## config.mk

```make
export PLATFORM = sky130hd
export DESIGN_NAME = regfile_write_arbiter
export DESIGN_NICKNAME = d
export VERILOG_FILES = /design/src/rtl/regfile_write_arbiter.sv
export SDC_FILE = /design/constraint.sdc
export NUM_CORES = 1
export LEC_CHECK = 0
export CAP_MARGIN = 10
export CORE_AREA = 2 2 103 105
export CTS_CLUSTER_DIAMETER = 60
export DETAILED_ROUTE_END_ITERATION = 7
export DIE_AREA = 0 0 105 107
export DONT_BUFFER_PORTS = 1
export HOLD_SLACK_MARGIN = 0.02
export SYNTH_ARGS = -nofsm -noshare
export SYNTH_HDL_FRONTEND = slang
export SYNTH_SLANG_ARGS = --single-unit
```

## constraint.sdc

```tcl
create_clock -name clk -period 3.43 [get_ports clk]
set_input_delay 0.1715 -clock clk [delete_from_list [all_inputs] [get_ports clk]]
set_output_delay 0.1715 -clock clk [all_outputs]
set_load 0.005 [all_outputs]
```

## src/rtl/regfile_write_arbiter.sv

```systemverilog
// Round-robin arbiter sharing the integer register file write port between two
// writeback requesters, with a registered write stage, forwarding tap and contention counter.
module regfile_write_arbiter #(
  parameter int WORDSIZE = 64,
  parameter int ADDRSIZE = 5,
  parameter int NREGS    = 32,
  parameter int CNTSIZE  = 16
) (
  input  logic                clk,
  input  logic                reset,
  input  logic                stall,
  input  logic                req0_valid,
  input  logic [ADDRSIZE-1:0] req0_addr,
  input  logic [WORDSIZE-1:0] req0_data,
  output logic                req0_ready,
  input  logic                req1_valid,
  input  logic [ADDRSIZE-1:0] req1_addr,
  input  logic [WORDSIZE-1:0] req1_data,
  output logic                req1_ready,
  output logic [NREGS-1:0]    load_vec,
  output logic [WORDSIZE-1:0] data_out,
  output logic                fwd_valid,
  output logic [ADDRSIZE-1:0] fwd_addr,
  output logic [CNTSIZE-1:0]  conflict_count
);

  typedef enum logic {
    PRIO_REQ0 = 1'b0,
    PRIO_REQ1 = 1'b1
  } prio_t;

  prio_t                prio;
  prio_t                prio_next;
  logic                 contend;
  logic                 grant0;
  logic                 grant1;
  logic                 wr_valid;
  logic                 wr_nonzero;
  logic [ADDRSIZE-1:0]  wr_addr;
  logic [WORDSIZE-1:0]  wr_data;

  // Grants are gated by reset so neither requester sees ready while held in reset.
  always_comb begin
    contend   = req0_valid && req1_valid && !stall;
    grant0    = reset && !stall && req0_valid && (!req1_valid || (prio == PRIO_REQ0));
    grant1    = reset && !stall && req1_valid && (!req0_valid || (prio == PRIO_REQ1));
    prio_next = prio;
    if (contend) begin
      prio_next = (prio == PRIO_REQ0) ? PRIO_REQ1 : PRIO_REQ0;
    end
  end

  assign req0_ready = grant0;
  assign req1_ready = grant1;

  always_ff @(posedge clk or negedge reset) begin
    if (!reset) begin
      prio <= PRIO_REQ0;
    end else begin
      prio <= prio_next;
    end
  end

  always_ff @(posedge clk or negedge reset) begin
    if (!reset) begin
      conflict_count <= '0;
    end else if (contend && (conflict_count != {CNTSIZE{1'b1}})) begin
      conflict_count <= conflict_count + 1'b1;
    end
  end

  // Address and data hold when idle so data_out stays stable between writes.
  always_ff @(posedge clk or negedge reset) begin
    if (!reset) begin
      wr_valid <= 1'b0;
      wr_addr  <= '0;
      wr_data  <= '0;
    end else if (grant0) begin
      wr_valid <= 1'b1;
      wr_addr  <= req0_addr;
      wr_data  <= req0_data;
    end else if (grant1) begin
      wr_valid <= 1'b1;
      wr_addr  <= req1_addr;
      wr_data  <= req1_data;
    end else begin
      wr_valid <= 1'b0;
    end
  end

  assign wr_nonzero = (wr_addr != '0);

  // x0 is hardwired: a write to it is accepted but never strobes a register.
  always_comb begin
    load_vec = '0;
    for (int i = 0; i < NREGS; i++) begin
      load_vec[i] = wr_valid && wr_nonzero && (wr_addr == ADDRSIZE'(i));
    end
  end

  assign data_out  = wr_data;
  assign fwd_valid = wr_valid && wr_nonzero;
  assign fwd_addr  = wr_addr;

endmodule
```

==> reports/summary.md, run 1 <==
The number of input and output port buffers inserted was 0; the clock sink total was 87. After synthesis, the share of flip-flops with an asynchronous set or reset is 100%. Walking the worst path, the cells encountered are nand2_1, nand3_4, buf_12, nor2_1, a21oi_1, dlygate4sd3_1. The routability congestion estimate is 0.724.

The first TritonRoute pass finished after 4 iterations. The largest incremental delay on the critical path is 0.58 ns, and the setup-violating endpoint count in the final report is 0. The total vias in the final route was 3691; the peak clock frequency supported by timing was 409 MHz. Cell area reported after detailed placement: 0.00440 sq mm. In the synthesized netlist, the number of instances is 445. In this run, the number of DRC markers left after iteration 0 of detailed routing was 316.

After clock tree synthesis, the clock-pin slew on the worst setup and hold paths is 0.09 ns. The half-perimeter wire length of the detailed placement result was 7610 microns; the register area was 0.00218 sq mm. The tools report the element type at the critical path end as a register.

After floorplanning, the core was sized to cover 0.0101 sq mm. The run gives 2 as the clock tree buffer depth. For the starting density of the core, the log shows 42.6%. 0 antenna diodes ended up in the layout.

The maximum number of pins on one net before global-route repair was 88. Setup repair after global routing left no endpoint under its margin. The run finished with clean final reports.

The number of buffers and inverters on the critical path is 2. The finished cells cover 0.00580 sq mm. The layout overhead on the synthesized area works out to 34.8%.

The peak fanout along the critical path is 77, and the ratio of cells with drive above 1 in the final layout is 4.95%. The sequential-to-total area share from yosys stat was 50.6%. Arrival time at the worst endpoint: 2.69 ns. After the last flow step, the layout net total stands at 685. For the initial antenna violation count, the log shows 0. The minimum clock period after layout came out at 2.45 ns. 263 I/O pins were placed. After detailed routing, the number of vias per cell comes to 5.42. The cell area after synthesis was 0.00430 sq mm; the number of flip-flops and latches in the synthesized netlist was 87. For this run, design rule violations remaining after detail routing come to 0. When the netlist entered floorplanning its net count stood at 589. TritonCTS built the clock tree. The cell sitting at the root of the clock tree is a sky130_fd_sc_hd__clkbuf_8.

Global routing used 21.8% of the available tracks across all layers. The cell with the biggest individual delay on the critical path was sky130_fd_sc_hd__dlygate4sd3_1. The count of unique library cells instantiated by Yosys came out at 38.

Dividing the synthesized area by the synthesized cell count gives 9.66 sq um. In this run the horizontal extent of the chip is 105 microns. The routed length per placed instance was 18.3 microns. The run gives 0 as the total of warnings raised by yosys. The dominant synthesized flop cell is sky130_fd_sc_hd__dfrtp_1. Total congestion overflow after global routing: 0.

The die covers 0.0112 sq mm. The min-delay analysis places its worst path in the category in -> reg. For this block, the routed nets add up to 12500 microns of wire. For the worst setup path, the data required time is 3.67 ns. Measured against its own limit, the worst slew margin works out to 52.8%. The die extent in y is 107 microns, and the number of synthesized flops with an enable pin is 0. On the final layout, the worst hold slack is 0.0368 ns.

Of the available clock period, the critical path in the final layout requires 71.3%. The count of nets left with antenna violations once routing finished came out at 0. Row generation in the floorplan step produced 37 rows.

Buffers inserted during clock tree synthesis total 9. The run gives 0.00200 sq mm as the multi-input combinational cell area. For the pin with the worst max-slew slack, the measured transition is 0.707 ns. The static leakage is 2.77 nW.

The first global-routing pass estimated 19300 microns of wire. The run gives 0 ns as the total negative setup slack. The later pin in the worst-skew pair is clocked with a latency of 0.35 ns. The logs give 3772 for the number of global-route vias before repair and 0 for the number of slew-limit violations in the final report. The setup skew after layout was 0.00893 ns.

STA classifies the critical path startpoint as a register. The run gives 3 as the count of H-tree levels built during CTS. The number of failing hold endpoints at the final stage came out at 0. VDD sags by at most 0.363 mV. The slack of the worst reg-to-reg path was 0.98 ns. In this run the power density over the cells is 610 mW/mm^2. Counting the fill cells in the layout gives 846.

Across the run, the number of max-cap violations was 0. Cell class contributing the biggest share of worst-path delay: buffers and inverters. The critical path class is reg -> reg.
routing by layer:
layer | wire length (microns) | global-route usage, % | vias up
li1 | - | - | 1718
met1 | 4510 | 22.5 | 1761
met2 | 6710 | 40.3 | 182
met3 | 938 | 6.44 | 30
met5 | 0 | 0 | -
met4 | 318 | 10.2 | 0
cell families after synthesis:
| family | after synthesis | share of synthesized area [%] |
|---|---|---|
| xor+xnor | 11 | 2.24 |
| mux | 73 | 17.2 |
| fa+ha+maj | 1 | 0.291 |
| buf+inv | 35 | 3.55 |
| compound gates | 75 | 8.93 |
| flops | 87 | 50.6 |
| simple gates | 162 | 17.1 |
| other cells | 1 | 0.0872 |
area by class of cell:
type / instances / share of cell area (%)
repair buffers: 116 / 20.7
clock inverters: 5 / 1.79
inverters: 4 / 0.259
clock buffers: 10 / 2.37
multi-input cells: 323 / 34.4
well taps: 136 / 2.93
flip-flops and latches: 87 / 37.5
sequential cells by signal, indices dropped and copies added, names as in the netlist:
signal	cells
conflict_count	16
data_out	64
fwd_addr	5
prio	1
wr_valid	1
worst paths after layout:
check                           cells past startpoint                       to             start
worst max-delay path                                6  data_out[4]$_DFFE_PN0P_  prio$_DFFE_PN0P_
worst min-delay path                                2  fwd_addr[3]$_DFFE_PN0P_      req1_addr[3]
worst max register to register                      6  data_out[4]$_DFFE_PN0P_  prio$_DFFE_PN0P_
worst min register to register                      1         prio$_DFFE_PN0P_  prio$_DFFE_PN0P_
max in group asynchronous                           2       wr_valid$_DFF_PN0_             reset
min in group asynchronous                           2  data_out[4]$_DFFE_PN0P_             reset
timing repair:
action	in CTS	in global routing
endpoints found under the hold margin	156	2
resized for setup	0	0
hold buffers	112	2
buffers inserted	0	0
power breakdown:
| group | switching (mW) | total (mW) | internal, mW |
|---|---|---|---|
| logic | 0.380 | 0.941 | 0.561 |
| clock network | 0.367 | 0.868 | 0.501 |
| registers | 0.382 | 1.73 | 1.35 |
| total | 1.13 | 3.54 | 2.41 |
placed cells by master, fill, tap and decap left out, types with 2 or more instances in the layout:
cell type,count
sky130_fd_sc_hd__a21oi_1,70
sky130_fd_sc_hd__nor4_1,2
sky130_fd_sc_hd__nor2b_1,2
sky130_fd_sc_hd__buf_12,2
sky130_fd_sc_hd__mux2_2,2
sky130_fd_sc_hd__xnor2_1,8
sky130_fd_sc_hd__clkbuf_8,10
sky130_fd_sc_hd__mux2i_1,70
sky130_fd_sc_hd__dlygate4sd3_1,113
sky130_fd_sc_hd__nand2_1,10
sky130_fd_sc_hd__nand2b_1,6
sky130_fd_sc_hd__and3_1,2
sky130_fd_sc_hd__dfrtp_1,87
sky130_fd_sc_hd__bufinv_16,3
sky130_fd_sc_hd__nand3_1,10
sky130_fd_sc_hd__nand4_1,10
sky130_fd_sc_hd__nor3_1,9
sky130_fd_sc_hd__nand3_4,2
sky130_fd_sc_hd__inv_1,4
sky130_fd_sc_hd__xor2_1,3
sky130_fd_sc_hd__nor2_1,100
synth_stat cells, types with 2 or more instances:
cell                       number  area (sq um)
sky130_fd_sc_hd__nand4_1       10          62.6
sky130_fd_sc_hd__mux2i_1       70           701
sky130_fd_sc_hd__a21oi_1       70           350
sky130_fd_sc_hd__nor4_1         2          12.5
sky130_fd_sc_hd__nand2b_1       6          37.5
sky130_fd_sc_hd__clkbuf_1      17          63.8
sky130_fd_sc_hd__nor2b_1        2          12.5
sky130_fd_sc_hd__inv_1          4          15.0
sky130_fd_sc_hd__buf_2          8          40.0
sky130_fd_sc_hd__nor2_1       100           375
sky130_fd_sc_hd__nor3_1         9          45.0
sky130_fd_sc_hd__xor2_1         3          26.3
sky130_fd_sc_hd__nand2_1       10          37.5
sky130_fd_sc_hd__mux2_2         2          22.5
sky130_fd_sc_hd__buf_1          4          15.0
sky130_fd_sc_hd__and3_1         2          12.5
sky130_fd_sc_hd__dfrtp_1       87          2180
sky130_fd_sc_hd__xnor2_1        8          70.1
sky130_fd_sc_hd__nand3_1       12          60.1
per-stage QoR:
stage	util, %	power, mW	std cells	worst slack (ns)
2_1_floorplan	-	2.14	445	1.53
3_3_place_gp	43.6	2.30	552	1.49
3_5_place_dp	43.6	2.33	552	1.47
4_1_cts	57.3	3.53	679	1.06
5_1_grt	57.5	3.76	681	0.833
6_report	57.5	3.54	681	0.983
Power figures use the tool's default switching activity.
==> run 2, diff against run 1 <==
==> constraint.sdc (replaced) <==
create_clock -name clk -period 2.4 [get_ports clk]
set_input_delay 0.12 -clock clk [delete_from_list [all_inputs] [get_ports clk]]
set_output_delay 0.12 -clock clk [all_outputs]
set_load 0.005 [all_outputs]
==> reports/summary.md, run 2 <==
Sorting the synthesized cells by how often they occur yields sky130_fd_sc_hd__nor2_1 (100), sky130_fd_sc_hd__dfrtp_1 (87), sky130_fd_sc_hd__a21oi_1 (70), sky130_fd_sc_hd__mux2i_1 (70), sky130_fd_sc_hd__clkbuf_1 (17). The CTS buffer count is 9 (unchanged), and the synthesized instance count is 445 (unchanged). The first error in the log reads "[ERROR RSZ-0060] Max buffer count reached".

The count of unique library cells instantiated by Yosys came out at 38 (unchanged). The tree is rooted in a sky130_fd_sc_hd__clkbuf_8. The flow did not finish. The area fraction of the dominant cell type after synthesis is 50.6% (unchanged).

The number of synthesized flops with an enable pin is 0 (unchanged), and the net count after synthesis is 589 (unchanged). The count of H-tree levels built during CTS was 3 (unchanged). The most common cell in the synthesized netlist is sky130_fd_sc_hd__nor2_1. The count of buffers added by post-CTS timing repair for setup is 0 (unchanged), and the number of input and output port buffers inserted is 0 (unchanged).

Per-instance average area after synthesis: 9.66 sq um (unchanged). The die span in x came out at 105 microns (unchanged). The starting density of the core came out at 42.6% (unchanged). For the clock tree buffer depth, the log shows 2 (unchanged).

Placed cell count: 554 (+0.36%). For the sequential-to-total area share from yosys stat, the log shows 50.6% (unchanged). The count of hold buffers inserted by post-cts repair was 116 (+3.6%). The site row count is 37 (unchanged).

The number of flip-flops and latches in the synthesized netlist was 87 (unchanged). The logs give 0.751 (+3.7%) for the routability congestion estimate and 0 (unchanged) for the post-cts resize count. The synthesized design spends more area on one cell type than any other, namely sky130_fd_sc_hd__dfrtp_1.

The dominant synthesized flop cell was sky130_fd_sc_hd__dfrtp_1. The boundary pin count is 263 (unchanged). The flow stopped in 4_1_cts. The total of warnings raised by yosys was 0 (unchanged). The tools report the half-perimeter wire length of the detailed placement result as 7540 microns (-1.0%).

After synthesis, the cell types taking the most area are sky130_fd_sc_hd__dfrtp_1 (51%), sky130_fd_sc_hd__mux2i_1 (16%), sky130_fd_sc_hd__nor2_1 (8.7%), sky130_fd_sc_hd__a21oi_1 (8.1%), sky130_fd_sc_hd__xnor2_1 (1.6%). The cell area after synthesis is 0.00430 sq mm (unchanged), and the async set-or-reset flop fraction in the synthesized netlist is 100% (unchanged). The die extent in y was 107 microns (unchanged).

For the clock sink total, the log shows 87 (unchanged).
-- run 2: through the flow --
step | hold slack [ns] | instance area [sq um] | worst slack (ns) | utilization [%]
after detailed placement | -0.174 | 4400 | 0.441 | 43.6
after global placement | -0.174 | 4400 | 0.469 | 43.6
after floorplan | -0.176 | 4300 | 0.500 | -
-- run 2: logic make-up after synthesis --
family                     after synthesis  synth area share, %
other                                    1               0.0872
DFF                                     87                 50.6
adders and majority gates                1                0.291
buffers and inverters                   35                 3.55
AOI/OAI and AO/OA                       75                 8.93
muxes                                   73                 17.2
and+or+nand+nor                        162                 17.1
xor gates and xnor gates                11                 2.24
==> run 3, diff against run 2 <==
--- a/config.mk
+++ b/config.mk
@@ -6,12 +6,11 @@
 export NUM_CORES = 1
 export LEC_CHECK = 0
 export CAP_MARGIN = 10
-export CORE_AREA = 2 2 103 105
-export CTS_CLUSTER_DIAMETER = 60
+export CORE_MARGIN = 2
+export CORE_UTILIZATION = 40
 export DETAILED_ROUTE_END_ITERATION = 7
-export DIE_AREA = 0 0 105 107
 export DONT_BUFFER_PORTS = 1
-export HOLD_SLACK_MARGIN = 0.02
+export PLACE_DENSITY_LB_ADDON = 0.15
 export SYNTH_ARGS = -nofsm -noshare
 export SYNTH_HDL_FRONTEND = slang
 export SYNTH_SLANG_ARGS = --single-unit
==> reports/summary.md, run 3 <==
The root buffer cell chosen for the clock tree is sky130_fd_sc_hd__clkbuf_8. The number of input and output port buffers inserted is 0 (unchanged). The sequential-to-total area share from yosys stat is 50.6% (unchanged), and the half-perimeter wire length of the detailed placement result is 7900 microns (+4.8%). Die span in x: 108 microns (+2.6%).

For the site row count, the log shows 37 (unchanged). The per-instance average area after synthesis was 9.66 sq um (unchanged). The run gives 87 (unchanged) as the clock sink total. The tools report the synthesized instance count as 445 (unchanged). By count the netlist is led by sky130_fd_sc_hd__nor2_1 (100), sky130_fd_sc_hd__dfrtp_1 (87), sky130_fd_sc_hd__a21oi_1 (70), sky130_fd_sc_hd__mux2i_1 (70), sky130_fd_sc_hd__clkbuf_1 (17). For this run, the leading register cell type out of synthesis is sky130_fd_sc_hd__dfrtp_1. The logs give 0 (unchanged) for the count of buffers added by post-CTS timing repair for setup and 9 (unchanged) for the CTS buffer count. The count of H-tree levels built during CTS was 3 (unchanged); the number of synthesized flops with an enable pin was 0 (unchanged). The die extent in y is 108 microns (+0.64%). The first error in the log reads "[ERROR RSZ-0060] Max buffer count reached". The most common cell in the synthesized netlist was sky130_fd_sc_hd__nor2_1.

The number of flip-flops and latches in the synthesized netlist was 87 (unchanged); the area fraction of the dominant cell type after synthesis was 50.6% (unchanged). The total of warnings raised by yosys was 0 (unchanged). By area the synthesized netlist is led by sky130_fd_sc_hd__dfrtp_1 (51%), sky130_fd_sc_hd__mux2i_1 (16%), sky130_fd_sc_hd__nor2_1 (8.7%), sky130_fd_sc_hd__a21oi_1 (8.1%), sky130_fd_sc_hd__xnor2_1 (1.6%).

The cell area reported after detailed placement was 0.00441 sq mm (+0.17%). Routability congestion estimate: 0.717 (-4.5%). The leading area contributor after synthesis was sky130_fd_sc_hd__dfrtp_1.

The boundary pin count is 263 (unchanged), and the post-cts resize count is 0 (unchanged). The logs give 38 (unchanged) for the count of unique library cells instantiated by Yosys and 41.5% (-1.1 points) for the starting density of the core. The flow did not finish. The net count after synthesis is 589 (unchanged). For the count of hold buffers inserted by post-cts repair, the log shows 115 (-0.86%). The async set-or-reset flop fraction in the synthesized netlist was 100% (unchanged); the cell area after synthesis was 0.00430 sq mm (unchanged). The clock tree buffer depth is 2 (unchanged). The tools report the failing step as 4_1_cts.
-- run 3: cell counts after synthesis --
Identical to the previous run, type by type.
-- run 3: kinds of logic after synthesis --
family / count (synthesis) / share of synthesized area, %
AND/OR/NAND/NOR: 162 / 17.1
XOR/XNOR: 11 / 2.24
flip-flops: 87 / 50.6
AO/OA/AOI/OAI: 75 / 8.93
buffers and inverters: 35 / 3.55
other: 1 / 0.0872
adder cells (fa/ha/maj): 1 / 0.291
multiplexers: 73 / 17.2
-- run 3: metrics by stage --
step,std cells,setup WS [ns],hold slack (ns),util (%)
detailed placement,555,0.426,-0.174,42.5
global placement,555,0.454,-0.174,42.5
floorplan,445,0.500,-0.176,-
